`src/rtl/bcd_operand_entry.sv`:
```
// bcd_operand_entry: keypad BCD operand entry buffer with editing keys and a valid/ready commit handshake
module bcd_operand_entry #(
    parameter int NUM_DIGITS = 4,
    parameter bit SIGNED_EN  = 1'b1
) (
    input  logic                               clk,
    input  logic                               reset,
    input  logic                               entry_en,
    input  logic                               key_valid,
    input  logic [3:0]                         key_code,
    input  logic                               op_ready,
    output logic                               op_valid,
    output logic [4*NUM_DIGITS-1:0]            op_value,
    output logic                               op_neg,
    output logic [4*NUM_DIGITS-1:0]            disp_value,
    output logic                               disp_neg,
    output logic [$clog2(NUM_DIGITS+1)-1:0]    digit_count,
    output logic                               disp_update,
    output logic                               overflow,
    output logic                               busy
);
    localparam int W  = 4 * NUM_DIGITS;
    localparam int CW = $clog2(NUM_DIGITS + 1);

    typedef enum logic [1:0] {IDLE, ENTRY, COMMIT} state_t;

    state_t          state_q, state_d;
    logic            key_prev_q;
    logic [W-1:0]    buf_q, buf_d;
    logic [CW-1:0]   cnt_q, cnt_d;
    logic            neg_q, neg_d;
    logic            ovf_q, ovf_d;
    logic            upd_q, upd_d;
    logic            vld_q, vld_d;
    logic [W-1:0]    val_q, val_d;
    logic            oneg_q, oneg_d;
    logic            ev;
    logic            full;

    assign ev   = key_valid & ~key_prev_q;
    assign full = cnt_q == CW'(NUM_DIGITS);

    // Next-state: mode transitions and key editing, acted on only while in ENTRY
    always_comb begin
        state_d = state_q;
        buf_d   = buf_q;
        cnt_d   = cnt_q;
        neg_d   = neg_q;
        ovf_d   = ovf_q;
        upd_d   = 1'b0;
        vld_d   = vld_q;
        val_d   = val_q;
        oneg_d  = oneg_q;
        case (state_q)
            IDLE: begin
                if (entry_en) begin
                    state_d = ENTRY;
                    buf_d   = '0;
                    cnt_d   = '0;
                    neg_d   = 1'b0;
                    ovf_d   = 1'b0;
                end
            end
            ENTRY: begin
                if (!entry_en) begin
                    state_d = IDLE;
                    buf_d   = '0;
                    cnt_d   = '0;
                    neg_d   = 1'b0;
                end else if (ev) begin
                    if (key_code <= 4'd9) begin
                        if (full) begin
                            ovf_d = 1'b1;
                        end else if (cnt_q != '0 || key_code != 4'd0) begin
                            buf_d = (buf_q << 4) | W'(key_code);
                            cnt_d = cnt_q + CW'(1);
                            upd_d = 1'b1;
                        end
                    end else if (key_code == 4'hA) begin
                        if (cnt_q != '0) begin
                            buf_d = buf_q >> 4;
                            cnt_d = cnt_q - CW'(1);
                            neg_d = (cnt_q == CW'(1)) ? 1'b0 : neg_q;
                            upd_d = 1'b1;
                        end
                    end else if (key_code == 4'hB) begin
                        buf_d = '0;
                        cnt_d = '0;
                        neg_d = 1'b0;
                        ovf_d = 1'b0;
                        upd_d = 1'b1;
                    end else if (key_code == 4'hC) begin
                        if (SIGNED_EN && cnt_q != '0) begin
                            neg_d = ~neg_q;
                            upd_d = 1'b1;
                        end
                    end else if (key_code == 4'hE) begin
                        state_d = COMMIT;
                        val_d   = buf_q;
                        oneg_d  = neg_q & (cnt_q != '0);
                        vld_d   = 1'b1;
                        ovf_d   = 1'b0;
                    end
                end
            end
            COMMIT: begin
                if (vld_q && op_ready) begin
                    state_d = IDLE;
                    vld_d   = 1'b0;
                    buf_d   = '0;
                    cnt_d   = '0;
                    neg_d   = 1'b0;
                end
            end
            default: state_d = IDLE;
        endcase
    end

    // State and datapath registers; reset drops any pending offer immediately
    always_ff @(posedge clk or posedge reset) begin
        if (reset) begin
            state_q    <= IDLE;
            key_prev_q <= 1'b0;
            buf_q      <= '0;
            cnt_q      <= '0;
            neg_q      <= 1'b0;
            ovf_q      <= 1'b0;
            upd_q      <= 1'b0;
            vld_q      <= 1'b0;
            val_q      <= '0;
            oneg_q     <= 1'b0;
        end else begin
            state_q    <= state_d;
            key_prev_q <= key_valid;
            buf_q      <= buf_d;
            cnt_q      <= cnt_d;
            neg_q      <= neg_d;
            ovf_q      <= ovf_d;
            upd_q      <= upd_d;
            vld_q      <= vld_d;
            val_q      <= val_d;
            oneg_q     <= oneg_d;
        end
    end

    assign op_valid    = vld_q;
    assign op_value    = val_q;
    assign op_neg      = oneg_q;
    assign disp_value  = buf_q;
    assign disp_neg    = neg_q;
    assign digit_count = cnt_q;
    assign disp_update = upd_q;
    assign overflow    = ovf_q;
    assign busy        = state_q != IDLE;
endmodule
```
`config.mk`:
```
export PLATFORM = sky130hd
export DESIGN_NAME = bcd_operand_entry
export DESIGN_NICKNAME = d
export VERILOG_FILES = /design/src/rtl/bcd_operand_entry.sv
export SDC_FILE = /design/constraint.sdc
export NUM_CORES = 1
export LEC_CHECK = 0
export ABC_AREA = 1
export CORE_MARGIN = 4
export CORE_UTILIZATION = 40
export CTS_BUF_LIST = sky130_fd_sc_hd__clkbuf_16
export DETAILED_ROUTE_END_ITERATION = 10
export PLACE_DENSITY = 0.65
export SYNTH_ARGS = -nofsm -noshare
export SYNTH_HDL_FRONTEND = slang
export SYNTH_SLANG_ARGS = --single-unit
export TNS_END_PERCENT = 10
```
`constraint.sdc`:
```
create_clock -name clk -period 2.15 [get_ports clk]
set_clock_uncertainty 0.2 [all_clocks]
set_input_delay 0.43 -clock clk [delete_from_list [all_inputs] [get_ports clk]]
set_output_delay 0.43 -clock clk [all_outputs]
set_load 0.01 [all_outputs]
```
==> flow_metrics.tcl <==
set metrics [dict create \
    yosysTopAreaCell "dfrtp_1" \
    syn_to_final_growth_pct 38.30 \
    cts-root-buf "clkbuf_16" \
    synthXorXnorAreaFrac_pct 0.7447 \
    crit_type "register to output pin" \
    hold_class "register to register" \
    yosys-top-cells-area "dfrtp_1, nand2_1, nand3_1, o21ai_0, inv_1" \
    clock_path_buffers 2 \
    cp_slowest_cell "clkdlybuf4s50_1" \
    status "completed" \
    ant_nets 0 \
    nFillCells 532 \
    drt_iter0_drc 164 \
    syn-num-nets 327 \
    cap_violations 0 \
    drt-vias-per-instance 4.959 \
    placedCellCount 450 \
    grt_max_degree 44 \
    tightest_slew_ps 318.5 \
    drc 0 \
    synth_most_common_cell "nand2_1" \
    crit_required_ps 1520 \
    wl_per_cell_um 13.22 \
    ys_seq_elements 43 \
    ir_worst_vdd_mv 0.3832 \
    clkSinkCount 43 \
    fin_tns_setup_ps 0 \
    p_per_area_mw_per_mm2 782.8 \
    cts_buffers 5 \
    die_w_um 84.69 \
    placement_rows 27 \
    coreArea_mm2 0.005608 \
    synth_common_cells "nand2_1, dfrtp_1, nand3_1" \
    regArea_mm2 0.001076 \
    arrival_ps 1440 \
    synth_area_per_cell_um2 7.491 \
    hpwlAfterDp_um 4529 \
    cp_max_fo 6 \
    power.leakage_nw 1.558 \
    async_flop_share_pct 100.0 \
    wl_um 6057 \
    drt_pass1_iterations 4 \
    post_cts_buffers 0 \
    power.total_mw 2.547 \
    diodes 0 \
    cts_tree "built" \
    grt_overflow_total 0 \
    dp_slack_ps -159.7 \
    ctsHtreeMaxLevel 2 \
    max_slew_margin_pct 78.54 \
    seq_area_frac_synth_pct 45.74 \
    die-area_mm2 0.007172 \
    grt_pass1_vias 2174 \
    nets 398 \
    yosysTopAreaCellShare_pct 45.74 \
    start_kind "register" \
    period_minus_slack_ps 2072 \
    clk_latency_ps 280 \
    synth.distinct_cells 26 \
    vias 2271 \
    grt_use_total_pct 17.71 \
    synthCells 314 \
    grt_pass1_wl_um 10410 \
    start_util_pct 41.95 \
    multi_input_area_mm2 0.001075 \
    synth_edf_count 0 \
    final_cells 458 \
    synth_top_family_by_area "simple AND/OR/NAND/NOR gates" \
    cp-end-kind "output pin" \
    synth-simple-area-share_pct 34.57 \
    rsz0062_at_grt "false" \
    path_cells "nor2_2, inv_1, clkdlybuf4s50_1" \
    final_hold_viol_count 0 \
    synth-compound-area-share_pct 8.032 \
    fin_crit_sh_pct 96.39 \
    max_stage_delay_ps 540 \
    drive_above_1_share_pct 12.95 \
    pin_count 50 \
    fmax_ghz 0.4825 \
    clk_pin_slew_ps 60 \
    worst_slack_ps 77.55 \
    synthAdderAreaFrac_pct 2.128 \
    die_h_um 84.69 \
    synth-warning-count 0 \
    synthFlopType "dfrtp_1" \
    utilization_pct 58.01 \
    drv_slew 0 \
    gp_congestion 0.8550 \
    synth.area.mux_share_pct 0 \
    portBuffers 49 \
    synth_area_mm2 0.002352 \
    setup_viol 0 \
    grt_antenna_before_repair 0 \
]
==> sequential cells by signal, summed over array words and instances (netlist names) <==
signal and count:
disp_value 16, op_value 16, digit_count 3, state_q 2
disp_neg 1, disp_update 1, key_prev_q 1, op_neg 1
op_valid 1, overflow 1
==> cell families (layout without fill, tap and decap cells) <==
family | Yosys count | in the layout
flip-flops | 43 | 43
AO/OA/AOI/OAI | 37 | 37
AND/OR/NAND/NOR | 181 | 181
adder cells (fa/ha/maj) | 4 | 4
buffers and inverters | 47 | 119
XOR/XNOR | 2 | 2
==> layer usage <==
| layer | part of all wire, % | up-vias | global-route usage (%) | routed length (µm) |
|---|---|---|---|---|
| met5 | 0 | - | 0 | 0 |
| met2 | 45 | 81 | 27.47 | 2717 |
| met3 | 6.3 | 8 | 3.729 | 380 |
| met1 | 47 | 1045 | 25.05 | 2864 |
| met4 | 1.6 | 0 | 5.036 | 94 |
| li1 | - | 1137 | - | - |
==> where the power goes <==
part	switching, mW	leakage, nW	total [mW]	internal [mW]
registers	0.0670	0.593	0.935	0.868
logic	0.510	0.894	0.886	0.376
clock network	0.303	0.0710	0.726	0.424
==> final timing paths <==
path	start	endpoint	slack, ps	depth (start not counted)
hold / removal	op_value[13]	op_value[13]	280	2
hold reg to reg	op_value[13]	op_value[13]	280	2
setup / recovery	state_q[0]	busy	80	3
min in group asynchronous	reset	disp_update	290	3
max in group asynchronous	reset	digit_count[1]	1250	3
setup reg to reg	digit_count[0]	disp_value[10]	150	9
==> final cells by class <==
class	instances	share of cell area [%]
Clock buffer	5	3.846
Timing Repair Buffer	75	22.62
Clock inverter	3	0.5000
Multi-Input combinational cell	224	33.04
Sequential cell	43	33.08
Inverter	36	4.154
Tap cell	72	2.769
==> critical path, delay by kind of cell, from the launching register on <==
kind | cells | cell delay (ps)
flip-flops | 1 | 460
buffers and inverters | 2 | 630
AND/OR/NAND/NOR | 1 | 80
==> timing repair <==
| item | 4_1_cts | 5_1_grt |
|---|---|---|
| setup endpoints to repair | 0 | 2 |
| hold buffers | 0 | 0 |
| gates resized for setup | 0 | 2 |
==> per-stage QoR <==
stage               hold WS [ps]  cell area, µm²
floorplan                  261.4            2352
global placement           256.9            3107
detailed placement         269.7            3107
CTS                        284.5            3248
global route               294.1            3253
finish                     281.7            3253
==> cell usage in the layout, fill, tap and decap left out, types with 2 or more instances in the layout <==
cell             synthesis  routed
nand2_1                 97      97
clkdlybuf4s50_1          0      49
dfrtp_1                 43      43
nand3_1                 40      40
inv_1                   34      34
o21ai_0                 34      34
nor2_1                  27      25
buf_4                    1      22
nor2_2                   3       5
clkbuf_16                0       5
nand2_2                  4       4
ha_1                     4       4
buf_12                   0       4
inv_2                    2       2
nor2_4                   2       2
nor3_1                   2       2
nand4_1                  2       2
Power figures use the tool's default switching activity.
